[src/rtl/biriscv_inst_queue_pkg.sv]
// biriscv_inst_queue_pkg: shared decoded-instruction info bit order and queue entry layout
package biriscv_inst_queue_pkg;
  localparam int INFO_FAULT_FETCH = 0;
  localparam int INFO_FAULT_PAGE  = 1;
  localparam int INFO_EXEC        = 2;
  localparam int INFO_LSU         = 3;
  localparam int INFO_BRANCH      = 4;
  localparam int INFO_MUL         = 5;
  localparam int INFO_DIV         = 6;
  localparam int INFO_CSR         = 7;
  localparam int INFO_RD_VALID    = 8;
  localparam int INFO_INVALID     = 9;
  localparam int INFO_MULE        = 10;
  localparam int INFO_CBM         = 11;
  localparam int INFO_W           = 12;
  localparam int INSTR_W          = 32;
  localparam int PC_W             = 32;
  localparam int ENTRY_W          = INFO_W + PC_W + INSTR_W;
  typedef struct packed {
    logic [INFO_W-1:0]  info;
    logic [PC_W-1:0]    pc;
    logic [INSTR_W-1:0] instr;
  } entry_t;
endpackage

[src/rtl/biriscv_inst_queue.sv]
// biriscv_inst_queue: dual-lane in-order instruction queue between decode and issue
module biriscv_inst_queue
  import biriscv_inst_queue_pkg::*;
#(
  parameter int DEPTH   = 8,
  parameter int DEPTH_W = 3
) (
  input  logic               clk_i,
  input  logic               rst_i,
  input  logic               flush_i,
  input  logic               in0_valid_i,
  input  logic               in1_valid_i,
  output logic               in0_accept_o,
  output logic               in1_accept_o,
  input  logic [31:0]        in0_instr_i,
  input  logic [31:0]        in1_instr_i,
  input  logic [31:0]        in0_pc_i,
  input  logic [31:0]        in1_pc_i,
  input  logic [INFO_W-1:0]  in0_info_i,
  input  logic [INFO_W-1:0]  in1_info_i,
  output logic               out0_valid_o,
  output logic               out1_valid_o,
  input  logic               out0_accept_i,
  input  logic               out1_accept_i,
  output logic [31:0]        out0_instr_o,
  output logic [31:0]        out1_instr_o,
  output logic [31:0]        out0_pc_o,
  output logic [31:0]        out1_pc_o,
  output logic [INFO_W-1:0]  out0_info_o,
  output logic [INFO_W-1:0]  out1_info_o,
  output logic [DEPTH_W:0]   level_o
);
  localparam int DM1 = DEPTH - 1;
  localparam logic [DEPTH_W:0] CNT_FULL = DEPTH[DEPTH_W:0];
  localparam logic [DEPTH_W:0] CNT_AF   = DM1[DEPTH_W:0];
  entry_t             storage [DEPTH];
  logic [DEPTH_W-1:0] rd_ptr, wr_ptr, rd_ptr1, wr_ptr1;
  logic [DEPTH_W:0]   count;
  logic               push0, push1, pop0, pop1;
  logic [1:0]         push_cnt, pop_cnt;
  entry_t             head0, head1;
  assign in0_accept_o = count < CNT_FULL;
  assign in1_accept_o = count < CNT_AF;
  assign out0_valid_o = count != '0;
  assign out1_valid_o = count > (DEPTH_W+1)'(1);
  assign level_o      = count;
  assign push0    = in0_valid_i & in0_accept_o;
  assign push1    = in1_valid_i & in1_accept_o;
  assign pop0     = out0_accept_i & out0_valid_o;
  // a second-slot consume only counts alongside the first, keeping issue in order
  assign pop1     = pop0 & out1_accept_i & out1_valid_o;
  assign push_cnt = {1'b0, push0} + {1'b0, push1};
  assign pop_cnt  = {1'b0, pop0} + {1'b0, pop1};
  assign rd_ptr1  = rd_ptr + DEPTH_W'(1);
  assign wr_ptr1  = wr_ptr + DEPTH_W'(1);
  assign head0    = storage[rd_ptr];
  assign head1    = storage[rd_ptr1];
  assign out0_instr_o = head0.instr;
  assign out0_pc_o    = head0.pc;
  assign out0_info_o  = head0.info;
  assign out1_instr_o = head1.instr;
  assign out1_pc_o    = head1.pc;
  assign out1_info_o  = head1.info;
  always_ff @(posedge clk_i) begin
    if (rst_i || flush_i) begin
      rd_ptr <= '0;
      wr_ptr <= '0;
      count  <= '0;
    end else begin
      rd_ptr <= rd_ptr + DEPTH_W'(pop_cnt);
      wr_ptr <= wr_ptr + DEPTH_W'(push_cnt);
      count  <= count + (DEPTH_W+1)'(push_cnt) - (DEPTH_W+1)'(pop_cnt);
    end
  end
  // storage is never reset; a lone lane-1 push takes the lane-0 slot
  always_ff @(posedge clk_i) begin
    if (push0) storage[wr_ptr] <= '{info: in0_info_i, pc: in0_pc_i, instr: in0_instr_i};
    if (push1) storage[push0 ? wr_ptr1 : wr_ptr] <= '{info: in1_info_i, pc: in1_pc_i, instr: in1_instr_i};
  end
endmodule

[config.mk]
export PLATFORM = sky130hd
export DESIGN_NAME = biriscv_inst_queue
export DESIGN_NICKNAME = d
export VERILOG_FILES = /design/src/rtl/biriscv_inst_queue_pkg.sv /design/src/rtl/biriscv_inst_queue.sv
export SDC_FILE = /design/constraint.sdc
export NUM_CORES = 1
export LEC_CHECK = 0
export BUFFER_PORTS_ARGS = -buffer_cell sky130_fd_sc_hd__buf_2
export CORE_MARGIN = 8
export CORE_UTILIZATION = 46
export CTS_CLUSTER_DIAMETER = 80
export DETAILED_ROUTE_END_ITERATION = 10
export GPL_ROUTABILITY_DRIVEN = 0
export PLACE_DENSITY = 0.69
export SLEW_MARGIN = 20
export SYNTH_ARGS = -nofsm -noshare
export SYNTH_HDL_FRONTEND = slang
export SYNTH_SLANG_ARGS = --single-unit
[constraint.sdc]
create_clock -name clk_i -period 13.6 [get_ports clk_i]
set_input_delay 0.68 -clock clk_i [delete_from_list [all_inputs] [get_ports clk_i]]
set_output_delay 0.68 -clock clk_i [all_outputs]
set_load 0.1 [all_outputs]
Word-level counts from Yosys, hierarchy flattened
Memory sizes are Yosys's and may differ from the RTL's. A register that Yosys moved wholly into a read port is not among the register bits.
Cells that the tools add are included.
{"block": "classes", "add_sub_neg": 8, "mul": 0, "div": 0, "n_lt_le_gt_ge": 3, "eq_ne": 0, "n_shift": 0, "muxes": 6, "bitwise": 5, "n_reduce_logical": 2}
{"op": "adder 3 x 1 -> 3 bit (second input constant)", "count": 2}
{"op": "adder 3 x 2 -> 3 bit", "count": 2}
{"op": "2-to-1 mux 3 bit", "count": 2}
{"op": "AND 1 bit", "count": 5}
{"op": "adder 1 x 1 -> 2 bit", "count": 2}
{"op": "adder 4 x 2 -> 4 bit", "count": 1}
{"op": "> comparator 4 x 1 -> 1 bit (second input constant)", "count": 1}
{"op": "less-than comparator 4 x 3 -> 1 bit (second input constant)", "count": 1}
{"op": "less-than comparator 4 bit (second input constant)", "count": 1}
{"op": "2-to-1 mux 1 bit", "count": 4}
{"op": "nonzero test 4 bit", "count": 1}
{"op": "subtractor 4 x 2 -> 4 bit", "count": 1}
{"op": "logical OR 1 bit", "count": 1}
{"block": "word_totals", "register_bits": 10, "latchBits": 0, "mem_bits_rw": 608, "rom_bits": 0, "input_bits": 159, "output_inout_bits": 160, "wordCells": 28, "memories": 1}
{"memory": "storage", "words": 8, "width": 76, "read_ports": 2, "rd_clocked_by_memory_dff": 1, "write_ports": 2, "line_no": "biriscv_inst_queue.sv:36", "text": "entry_t storage [DEPTH];"}

Depth between registers and ports, before layout
{"block": "logic_depth", "word_depth": 7, "depth_mapped": 14}

Worst setup path after synthesis
Ideal clock, no wire load.
{"block": "synth_path", "path_type": "flip-flop to flip-flop", "from": "reg count[3], in the netlist level_o[3]", "to": "mem storage[1][0] (netlist name) (enable)", "setup_ns": 0.537, "t_arrival_ns": 6.410, "t_required_ns": 13.063, "slack_ns": 6.654, "stages_incl_launch_ff": 8, "n_path_buf": 0, "cell_sequence": "dfxtp_1 > inv_2 > ha_1 > nand3_1 > nand3_1 > inv_2 > o21ai_0 > o22ai_1"}
{"item": "from (decl)", "line_no": "biriscv_inst_queue.sv:38", "text": "logic [DEPTH_W:0] count;"}
{"item": "from (signal assigned)", "line_no": "biriscv_inst_queue.sv:72", "text": "count <= count + (DEPTH_W+1)'(push_cnt) - (DEPTH_W+1)'(pop_cnt);"}
{"item": "to (decl)", "line_no": "biriscv_inst_queue.sv:36"}

Worst setup path after layout
{"block": "layout_path", "from": "reg rd_ptr[0]", "to": "out out1_pc_o[30]"}
{"block": "layout_via", "elab_chain_len": 2}
{"item": "from (decl)", "line_no": "biriscv_inst_queue.sv:37", "text": "logic [DEPTH_W-1:0] rd_ptr, wr_ptr, rd_ptr1, wr_ptr1;"}
{"item": "from (signal assigned)", "line_no": "biriscv_inst_queue.sv:70", "text": "rd_ptr <= rd_ptr + DEPTH_W'(pop_cnt);"}
{"item": "adder 3 x 1 -> 3 bit", "line_no": "biriscv_inst_queue.sv:54", "text": "assign rd_ptr1 = rd_ptr + DEPTH_W'(1);"}
{"item": "memory read (8 x 76 bit)"}
{"item": "to (decl)", "line_no": "biriscv_inst_queue.sv:28", "text": "output logic [31:0] out1_pc_o,"}
No other way between the ends.

==> flow_summary.toml <==
[global_route]
antenna_found_initial = 27
grt_overflow_total = 0
grt_pass1_wl_um = 151000
grt_max_degree = 89
grt_pass1_vias = 22900
grt_usage_pct = 23.5

[run]
cap_violations = 0

[setup_path]
critical_path_class = "register to output pin"
arrival_ns = 5.13
crit_top_cell = "buf_4"
endpoint_kind = "output pin"
r2r_end = "storage[1][53]$_DFFE_PP_"
rr_startpoint = "wr_ptr[0]$_SDFF_PP0_"
critPathRequiredTime_ns = 12.92
worstPathCellList = "buf_4 -> buf_4 -> buf_4 -> mux4_2 -> mux2_2 -> buf_2"
crit_slowest_cell = "buf_4"
crit_start = "rd_ptr[0]$_SDFF_PP0_"
slowest_delay_ns = 0.88
cp_max_fo = 61
reg2reg_setup_slack_ns = 9.25
worstSetupStartpointType = "register"
r2r_cells = 7

[cells_and_area]
drive_above_1_share_pct = 68.0
fin_cells = 3315
final_cell_mix = "mux2_2 (744), edfxtp_1 (608), buf_2 (318), mux4_2 (304), clkbuf_16 (72)"
final_common_cell = "mux2_2"
num-fill-cells = 6208
fin_nets = 2377
syn2layout_area_growth_pct = 13.7

[place]
numPortBuffers = 318
place_inst = 3169
dp_hpwl_um = 57900
dp_slack_ns = 8.26

[detailed_routing]
wl_met1_um = 41800
wl_met2_um = 52300
drt-total-wl_um = 103000
num_vias = 20800
antenna_left = 0
drtIter0Drc = 1693
via_per_inst = 6.28
top_layer = "met5"
routedWlPerCell_um = 31.1
wl_met3_um = 7190
first_pass_iters = 5
drc = 0

[sta]
slew_viol_final = 0
timing.fmax_mhz = 172
skew_ns = 0.0135
period_minus_slack_ns = 5.81
rsz0062_at_grt = "no"
slew_headroom_pct = 22.8
hold_violations = 0
layout_setup_ws_ns = 7.79
tightest_slew_ns = 1.16
tns_ns = 0
period_share_pct = 42.7
setup_viol = 0
hold_ws_ns = 0.440

[clocking]
cts_buffers = 71
post_cts_buffers = 0
root_buffer = "clkbuf_16"
hold_buffers = 0
clkLatencyLatePin_ns = 0.61
htree_num_levels = 3
cts_tree = "yes"
ctsResizeCount = 0
cts.sinks = 618
cts.clk_slew.worst_paths_ns = 0.06
cts.path.max_buffers = 3

[floorplanning]
fp.dieW_um = 294
rows = 102
core-area_sq_um = 76800
dieArea_sq_um = 86200
ios = 319
chipHeight_um = 294
initial_core_util_pct = 46.2

[synth]
synthFlopType = "edfxtp_1"
syn_nets = 2095
mappedNetlistArea_sq_um = 35500
synth-seq-cells = 618
synth_area_per_cell_sq_um = 18.5
ys_types = 39
synth_top_area_share_pct = 51.5
async_flop_share_pct = 0
synth_edf_count = 608
syn_inst = 1920
synthTopCellsByArea = "edfxtp_1 (51%), mux2_2 (24%), mux4_2 (19%), buf_2 (0.83%), buf_6 (0.73%)"
ys_seq_area_share_pct = 52.0
synth_top_cell_by_area = "edfxtp_1"
yosysWarnings = 0

[power]
powerDensity_nw_per_um2 = 197
power.total_mw = 7.95
power_leakage_nw = 13.1
vdd_drop_max_uv = 299

[worst_hold_path]
worstHoldPathCells = 3
hold_end = "rd_ptr[1]$_SDFF_PP0_"
hold_path.class = "primary input to register"
min_from = "rst_i"

[run_status]
outcome = "finished, final reports clean"
[worst max path at each step]
stage / endpoint / cells past startpoint / slack, ns
floorplan: storage[1][0]$_DFFE_PP_ / 7 / 6.65
global placement: out1_pc_o[21] / 6 / 8.38
detailed placement: out1_pc_o[21] / 6 / 8.26
CTS: out1_pc_o[21] / 6 / 7.62
global route: out1_pc_o[21] / 6 / 7.36
finish: out1_pc_o[30] / 6 / 7.79
[flip-flops by register name (all words and copies together), names as in the netlist]
signal   cells
rd_ptr       3
level_o      4
wr_ptr       3
storage    608
[cell type report]
class / instances / area [sq um] / area share, %
Clock buffer: 90 / 1870 / 4.63
Timing Repair Buffer: 360 / 1920 / 4.76
Tap cell: 1040 / 1300 / 3.23
Multi-Input combinational cell: 1141 / 16300 / 40.4
Antenna cell: 18 / 45.0 / 0.112
Clock inverter: 38 / 419 / 1.04
Sequential cell: 618 / 18500 / 45.8
Inverter: 10 / 37.5 / 0.0931
[power breakdown]
group | total (mW) | internal (mW) | switching [mW]
Combinational | 3.61 | 1.00 | 2.61
Clock | 1.91 | 1.11 | 0.793
Sequential | 2.43 | 2.33 | 0.0992
[synth_stat cells (8+ instances only)]
| cell type | instances |
|---|---|
| clkbuf_1 | 42 |
| dfxtp_1 | 10 |
| buf_4 | 15 |
| edfxtp_1 | 608 |
| buf_2 | 59 |
| o22ai_1 | 8 |
| mux2_2 | 744 |
| inv_1 | 8 |
| mux2_1 | 16 |
| mux4_2 | 304 |
| buf_6 | 23 |
| buf_1 | 12 |
| ha_1 | 12 |
[worst max-delay path: cells and delay by family (launching register included)]
kind     cells  cell delay (ns)
mux          2             0.89
flops        1             0.69
buf+inv      4             2.84
[layer usage]
layer | GRT usage [%] | vias up
li1 | - | 8698
met1 | 30.2 | 11200
met2 | 40.2 | 742
met3 | 4.96 | 134
met4 | 6.71 | 14
met5 | 0 | -
[kinds of logic (layout without fill, tap and decap cells)]
logic type | count (synthesis) | in the layout | share of synthesized area, %
flip-flops | 618 | 618 | 52.0
multiplexers | 1064 | 1064 | 43.4
XOR/XNOR | 8 | 8 | 0.251
AND/OR/NAND/NOR | 36 | 36 | 0.723
other | 0 | 18 | 0
buffers and inverters | 161 | 498 | 2.56
AO/OA/AOI/OAI | 17 | 17 | 0.332
adder cells (fa/ha/maj) | 16 | 16 | 0.649
[stage by stage]
stage               util (%)  area, sq um
finish                  52.5        40300
detailed placement      49.5        38000
floorplan                  -        35500
global placement        49.5        38000
CTS                     52.4        40300
global route            52.5        40300
Note: power is estimated with default switching activity, not from simulation.
